### src/rtl/cpu_types_pkg.sv
// Shared CPU/memory-side types: word type, RAM handshake states, and the
// default load value returned on a failed access.
package cpu_types_pkg;
  localparam int unsigned WORD_W = 32;

  typedef logic [WORD_W-1:0] word_t;

  typedef enum logic [1:0] {
    FREE,
    BUSY,
    ACCESS,
    ERROR
  } ramstate_t;

  localparam word_t ERRWORD_DEFAULT = 32'hBAD1BAD1;
endpackage

### src/rtl/mem_watchdog.sv
// Access watchdog: counts BUSY cycles without ACCESS and flags expiry on the
// TIMEOUT-th such cycle so a stalled RAM access can be force-completed.
module mem_watchdog #(
  parameter int unsigned TIMEOUT = 255
) (
  input  logic CLK,
  input  logic nRST,
  input  logic busy,
  input  logic access,
  output logic expired
);
  localparam int unsigned CNT_W = 8;
  localparam logic [CNT_W-1:0] LIMIT = CNT_W'(TIMEOUT - 1);

  logic [CNT_W-1:0] count;

  // Idle cycles hold the counter at zero, so every grant starts fresh.
  always_ff @(posedge CLK) begin
    if (!nRST) begin
      count <= '0;
    end else if (!busy) begin
      count <= '0;
    end else if (!access && (count != '1)) begin
      count <= count + CNT_W'(1);
    end
  end

  assign expired = busy && (count == LIMIT);
endmodule

### src/rtl/memory_arbiter.sv
// Serializes icache reads and dcache reads/writes onto one RAM port.
// Build option ARB_ROUND_ROBIN_EN: alternate priority on contention instead
// of fixed data-over-instruction priority.
module memory_arbiter
  import cpu_types_pkg::*;
#(
  parameter int unsigned TIMEOUT = 255,
  parameter word_t       ERRWORD = ERRWORD_DEFAULT
) (
  input  logic      CLK,
  input  logic      nRST,
  input  logic      iREN,
  input  word_t     iaddr,
  input  logic      dREN,
  input  logic      dWEN,
  input  word_t     daddr,
  input  word_t     dstore,
  output logic      iwait,
  output logic      dwait,
  output word_t     iload,
  output word_t     dload,
  output logic      ramREN,
  output logic      ramWEN,
  output word_t     ramaddr,
  output word_t     ramstore,
  input  word_t     ramload,
  input  ramstate_t ramstate,
  output logic      memerr
);
  typedef enum logic [1:0] {
    IDLE,
    IBUSY,
    DBUSY
  } arb_state_t;

  arb_state_t state;
  logic       d_pending;
  logic       busy;
  logic       granted;
  logic       expired;
  logic       done_ok;
  logic       done_err;
  logic       done;
  logic       pick_d;
  word_t      resp;

  mem_watchdog #(
    .TIMEOUT(TIMEOUT)
  ) u_watchdog (
    .CLK    (CLK),
    .nRST   (nRST),
    .busy   (busy),
    .access (ramstate == ACCESS),
    .expired(expired)
  );

`ifdef ARB_ROUND_ROBIN_EN
  logic last_d;

  // Pointer records which side was served last; reset favours data first.
  always_ff @(posedge CLK) begin
    if (!nRST) begin
      last_d <= 1'b0;
    end else if (done) begin
      last_d <= (state == DBUSY);
    end
  end

  assign pick_d = d_pending && (!iREN || !last_d);
`else
  assign pick_d = d_pending;
`endif

  // Completion decode: ACCESS beats a coincident error or timeout.
  always_comb begin
    d_pending = dREN | dWEN;
    busy      = (state != IDLE);
    granted   = 1'b0;
    case (state)
      IBUSY:   granted = iREN;
      DBUSY:   granted = d_pending;
      default: granted = 1'b0;
    endcase
    done_ok  = granted && (ramstate == ACCESS);
    done_err = granted && !done_ok && ((ramstate == ERROR) || expired);
    done     = done_ok | done_err;
    resp     = done_ok ? ramload : ERRWORD;
  end

  always_ff @(posedge CLK) begin
    if (!nRST) begin
      state  <= IDLE;
      memerr <= 1'b0;
    end else begin
      if (done_err) begin
        memerr <= 1'b1;
      end
      case (state)
        IDLE: begin
          if (pick_d) begin
            state <= DBUSY;
          end else if (iREN) begin
            state <= IBUSY;
          end
        end
        default: begin
          if (!granted || done) begin
            state <= IDLE;
          end
        end
      endcase
    end
  end

  // Cache/RAM side outputs follow the grant combinationally.
  always_comb begin
    iwait    = 1'b1;
    dwait    = 1'b1;
    iload    = '0;
    dload    = '0;
    ramREN   = 1'b0;
    ramWEN   = 1'b0;
    ramaddr  = '0;
    ramstore = '0;
    case (state)
      IBUSY: begin
        ramREN  = iREN;
        ramaddr = iaddr;
        if (done) begin
          iwait = 1'b0;
          iload = resp;
        end
      end
      DBUSY: begin
        ramWEN   = dWEN;
        ramREN   = dREN & ~dWEN;
        ramaddr  = daddr;
        ramstore = dstore;
        if (done) begin
          dwait = 1'b0;
          dload = resp;
        end
      end
      default: ;
    endcase
  end
endmodule

### config.mk
export PLATFORM = sky130hd
export DESIGN_NAME = memory_arbiter
export DESIGN_NICKNAME = d
export VERILOG_FILES = /design/src/rtl/cpu_types_pkg.sv /design/src/rtl/mem_watchdog.sv /design/src/rtl/memory_arbiter.sv
export SDC_FILE = /design/constraint.sdc
export NUM_CORES = 1
export LEC_CHECK = 0
export BUFFER_PORTS_ARGS = -buffer_cell sky130_fd_sc_hd__buf_4
export CAP_MARGIN = 20
export CORE_AREA = 2 2 103 105
export CTS_BUF_LIST = sky130_fd_sc_hd__clkbuf_8
export DETAILED_ROUTE_END_ITERATION = 12
export DIE_AREA = 0 0 105 107
export GPL_TIMING_DRIVEN = 0
export SYNTH_ARGS = -nofsm -noshare
export SYNTH_HDL_FRONTEND = slang
export SYNTH_SLANG_ARGS = --single-unit
### constraint.sdc
create_clock -name CLK -period 3.8 [get_ports CLK]
set_clock_uncertainty 0.15 [all_clocks]
set_input_delay 0 -clock CLK [delete_from_list [all_inputs] [get_ports CLK]]
set_output_delay 0 -clock CLK [all_outputs]
set_load 0.01 [all_outputs]
* After elaboration in Yosys (flattened, before gate mapping)
Cells that the tools add are included.
** Storage, ports and cells
- Register bits after elaboration :: 11
- Output and inout port bits :: 133
- Logic and storage cells :: 46
** Operators by class
- Add/subtract/negate cells :: 1
- Reduce and logical (&&, ||, !) cells :: 15
- Eq/ne operators :: 7
- Muxes and demuxes :: 16
- Bitwise logic cells :: 4
** Operators by type and width (count)
- 32-bit 2-to-1 mux :: 5
- 32-bit one-hot mux with 2 select lines :: 1
- 8-bit by 1-bit adder with 8-bit output, second input constant :: 1
- 8-bit == test, second input constant :: 1
- 2-bit 2-to-1 mux :: 4
- 8-bit != test, second input constant :: 1
- 2-bit == test, second input constant :: 3
- 1-bit logical AND :: 5
- 1-bit 2-to-1 mux :: 4
- 1-bit one-hot mux with 2 select lines :: 2
- 2-bit AND reduction :: 2
- 2-bit nonzero test :: 2
- 1-bit zero test :: 3
- 3-bit != test, second input constant :: 1
- 2-bit by 1-bit == test with 1-bit output, second input constant :: 1
- 2-bit zero test :: 1
- 1-bit logical OR :: 2
- 1-bit bitwise OR :: 2
- 1-bit AND :: 1
- 1-bit NOT :: 1

* Depth between registers and ports, before layout
- Depth after elaboration :: 10
- Mapped depth :: 8
- Mapped depth without buffers :: 6

* Hierarchy
From an unflattened synthesis, not the netlist that was laid out.
** Unflattened totals
- Cell total of the unflattened synthesis :: 303
- Area, all modules :: 1919.3 um^2
** Modules (own cells, without submodules)
- memory_arbiter :: sequential area each 60.1 um^2, cells each 254, area an instance 1472.7 um^2, instances 1
- mem_watchdog :: sequential area each 160.2 um^2, cells each 49, area an instance 446.7 um^2, instances 1

* Worst setup path before layout
No wires, ideal clock.
- Path type :: reg-to-output
- From :: reg state[0]
- To :: out dload[10]
- Stages on the path, launching flop included :: 7
- Setup slack :: 2.075 ns
- Arrival :: 1.575 ns
- Path through :: dfxtp_1 inv_1 ha_1 a21boi_4 and3_1 buf_4 and2_1
** Between the ends
- Word-level cells in the longest chain between the ends :: 9
** Ends and longest elaborated chain
- start: declaration :: RTL line memory_arbiter.sv:36 : arb_state_t state;
- start signal: assignment :: RTL line memory_arbiter.sv:92 : state <= IDLE;
- start signal: assignment :: RTL line memory_arbiter.sv:101 : state <= DBUSY;
- start signal: assignment :: RTL line memory_arbiter.sv:103 : state <= IBUSY;
- 2-bit == test or 2-bit by 1-bit == test with 1-bit output (tied branches) :: RTL line memory_arbiter.sv:79, memory_arbiter.sv:125
- 1-bit one-hot mux with 2 select lines :: RTL line memory_arbiter.sv:79 : case (state)
- 1-bit logical AND :: RTL line memory_arbiter.sv:84 : done_ok = granted && (ramstate == ACCESS);
- 1-bit zero test :: RTL line memory_arbiter.sv:85 : done_err = granted && !done_ok && ((ramstate == ERROR) || expired);
- 1-bit logical AND (2 in a row) :: RTL line memory_arbiter.sv:85
- 1-bit bitwise OR :: RTL line memory_arbiter.sv:86 : done = done_ok | done_err;
- 32-bit 2-to-1 mux :: RTL line memory_arbiter.sv:139 : if (done) begin
- 32-bit 2-to-1 mux * :: RTL line memory_arbiter.sv:125 : case (state)
- end: declaration :: RTL line memory_arbiter.sv:21 : output word_t dload,
Every way passes the cells marked *; elsewhere a longest branch is shown, timed or not.

* Final worst setup path
- From :: reg state[0]
- To :: reg state[0]
** Between the ends
- Word-level cells in the longest chain between the ends :: 10
** Ends and longest elaborated chain
- 2-bit == test or 2-bit by 1-bit == test with 1-bit output (tied branches) :: RTL line memory_arbiter.sv:79
- 1-bit one-hot mux with 2 select lines :: RTL line memory_arbiter.sv:79
- 1-bit logical AND :: RTL line memory_arbiter.sv:84
- 1-bit zero test :: RTL line memory_arbiter.sv:85
- 1-bit logical AND (2 in a row) :: RTL line memory_arbiter.sv:85
- 1-bit bitwise OR :: RTL line memory_arbiter.sv:86
- 1-bit logical OR :: RTL line memory_arbiter.sv:107 : if (!granted || done) begin
- 2-bit nonzero test (no source line)
- 2-bit AND reduction (no source line)
Parallel ways exist; a longest one is shown, timed or not.
A chain may end at the register's enable or synchronous reset.

==> flow_summary.json <==
{
  "outcome": "finished clean",
  "tightest_slew_ps": 487,
  "synth_edf_count": 0,
  "syn_to_final_growth_pct": 124,
  "required_ps": 3830,
  "m1WireLength_mm": 4.80,
  "dp_hpwl_mm": 10.2,
  "grt_pass1_wl_mm": 16.7,
  "yosys.cell_types.count": 41,
  "preCtsSetupSlack_ps": 1660,
  "ant_nets": 0,
  "antenna_found_initial": 0,
  "start_util_pct": 18.3,
  "cp_top_family": "buffers and inverters",
  "cp.arrival_ps": 2480,
  "fillCellCount": 1069,
  "period_share_pct": 64.6,
  "netlist_top_cells_area": "and2_1 21%, a22oi_1 13%, dfxtp_1 12%",
  "fp.dieH_um": 107,
  "drive_gt1_share_pct": 51.2,
  "first_pass_iters": 6,
  "htree_levels": 1,
  "grtUsageTotal_pct": 19.2,
  "ys_seq_area_share_pct": 11.9,
  "power.leakage_nw": 2.15,
  "grt_max_degree": 11,
  "syn_area_per_cell_um2": 6.58,
  "diodes": 0,
  "start_kind": "register",
  "setup_viol": 0,
  "path_cells": "inv_1, ha_1, nand2b_1, clkbuf_1, a311oi_1, nand3_1, nand2_1, dlygate4sd3_1",
  "top_layer": "met4",
  "gp_congestion": 0.927,
  "vias": 3021,
  "die_w_um": 105,
  "grt-ovfl-total": 0,
  "end_kind": "register",
  "syn_nets": 421,
  "synth_top_area_cell": "and2_1",
  "hold_viol": 0,
  "wl_met3_mm": 1.75,
  "grt_pass1_vias": 2874,
  "routed_wl_mm": 11.7,
  "cpPeakStageDelay_ps": 540,
  "cts_buffers": 3,
  "drt_first_iter_violations": 149,
  "final.min_clock_period_ps": 2460,
  "met2_length_mm": 5.09,
  "fp-row-count": 37,
  "clk_latency_ps": 230,
  "hold_class": "primary input to register",
  "ys_ff_latch": 11,
  "final_net_count": 700,
  "synth-main-ff-cell": "dfxtp_1",
  "yosysWarningCount": 0,
  "ir_worst_vdd_v": 0.000148,
  "syn-cell-area_um2": 1850,
  "finalSetupTns_ps": 0,
  "fp.coreArea_um2": 10100,
  "utilization_pct": 41.0,
  "wire_per_inst_um": 16.8,
  "io_buffers": 267,
  "async_flop_share_pct": 0,
  "clockBufferDepth": 2,
  "fmax_ghz": 0.407,
  "synth_cells": 281,
  "critPathMaxFanout": 8,
  "pin_count": 268,
  "route.detailed.drc": 0,
  "clkTransAtPathRegs_ps": 50,
  "cp_slowest_cell": "dlygate4sd3_1",
  "slew_violations": 0,
  "cts_tree": "yes",
  "relSlewSlack_pct": 67.5,
  "yosys.area.top_type_share_pct": 21.0,
  "pwr_density_cell_nw_per_um2": 151,
  "clock_sink_count": 11,
  "dieArea_um2": 11200,
  "rsz0062_at_grt": "no",
  "maxCapViolations": 0,
  "final.setup.worst_slack_ps": 1340,
  "root_buffer": "clkbuf_8",
  "power_w": 0.000626,
  "path_buf_inv": 3,
  "cts_setup_buffers": 0,
  "vias_per_cell": 4.35,
  "path_class": "register to register"
}
==> worst paths after layout <==
| check | from | endpoint | slack, ps | cells after the start |
|---|---|---|---|---|
| max | state[0] | state[0] | 1340 | 8 |
| min | ramstate[1] | state[1] | 70 | 4 |
| max reg2reg | state[0] | state[0] | 1340 | 8 |
| min reg2reg | u_watchdog.count[4] | u_watchdog.count[4] | 330 | 2 |
==> cells in the final DEF, fill, tap and decap left out, types with 2 or more instances in the layout <==
cell type      count
buf_2              3
buf_4            270
nand3_4            2
ha_1               5
a31oi_1            2
nor2_1            58
clkbuf_1          13
a211oi_1           2
a22oi_1           32
nand2b_1           2
inv_1              6
clkbuf_8           3
dlygate4sd3_1      7
nor2b_1           35
buf_6              4
and3_1             4
a21oi_1            4
dfxtp_1           11
and2_1            62
nor3_1             2
nand2_1            5
o21ai_0            3
nand4_1            4
==> cell usage after synthesis (2+ instances only) <==
master    instances
o21ai_0           3
nor3_1            2
a211oi_1          2
buf_2             3
inv_1             5
and3_1            4
a21oi_1           4
nand3_4           2
nand2_1           5
buf_6             4
nor2_1           58
nand4_1           4
nand2b_1          2
ha_1              5
buf_4             3
clkbuf_1         13
dfxtp_1          11
a22oi_1          32
a31oi_1           2
and2_1           62
nor2b_1          35
==> report_power, final <==
group | internal (W) | leakage (nW) | switching [W] | total, W
clock | 0.0000708 | 0.0269 | 0.0000427 | 0.000114
sequential | 0.000119 | 0.0892 | 0.00000301 | 0.000122
combinational | 0.000212 | 2.03 | 0.000179 | 0.000391
==> tightest hold or removal path, cell delays in order <==
cell      delay, ps
buf_4           110
a311oi_1         60
a21oi_1         140
o22ai_1          90
==> metrics by stage <==
step                std cells  area, um2  hold WS (ps)
floorplan                 281       1850         -11.6
global placement          684       4020           138
detailed placement        684       4020           142
CTS                       695       4140          60.6
global route              695       4140           124
finish                    695       4140          72.8
==> layer usage <==
layer / GRT usage, % / vias to the layer above
met5: 0 / -
met3: 11.2 / 6
met4: 2.19 / 0
li1: - / 1501
met2: 29.4 / 139
met1: 24.0 / 1375
==> state kept, by name, indices dropped and copies added, names as in the netlist <==
signal	flops
u_watchdog.count	8
memerr	1
state	2
==> kinds of logic after synthesis <==
group	Yosys count	share of synthesized area, %
compound gates	54	21.7
xor+xnor	1	0.474
fa+ha+maj	5	3.38
buf+inv	29	8.32
flops	11	11.9
simple gates	181	54.2
==> repair_timing <==
action | in CTS | in global routing
hold endpoints to repair | 3 | 0
hold buffers | 7 | 0
resized for setup | 0 | 0
==> cell type report <==
class	count	area, um2	share of cell area (%)
repair buffers	274	2070	50.1
multi-input cells	241	1480	35.6
flip-flops and latches	11	220	5.32
well taps	136	170	4.11
plain buffers	24	135	3.26
clock buffers	3	41.3	0.998
inverters	5	18.8	0.453
clock inverters	1	3.75	0.0907
No activity file was read; power rests on OpenSTA's default activity.
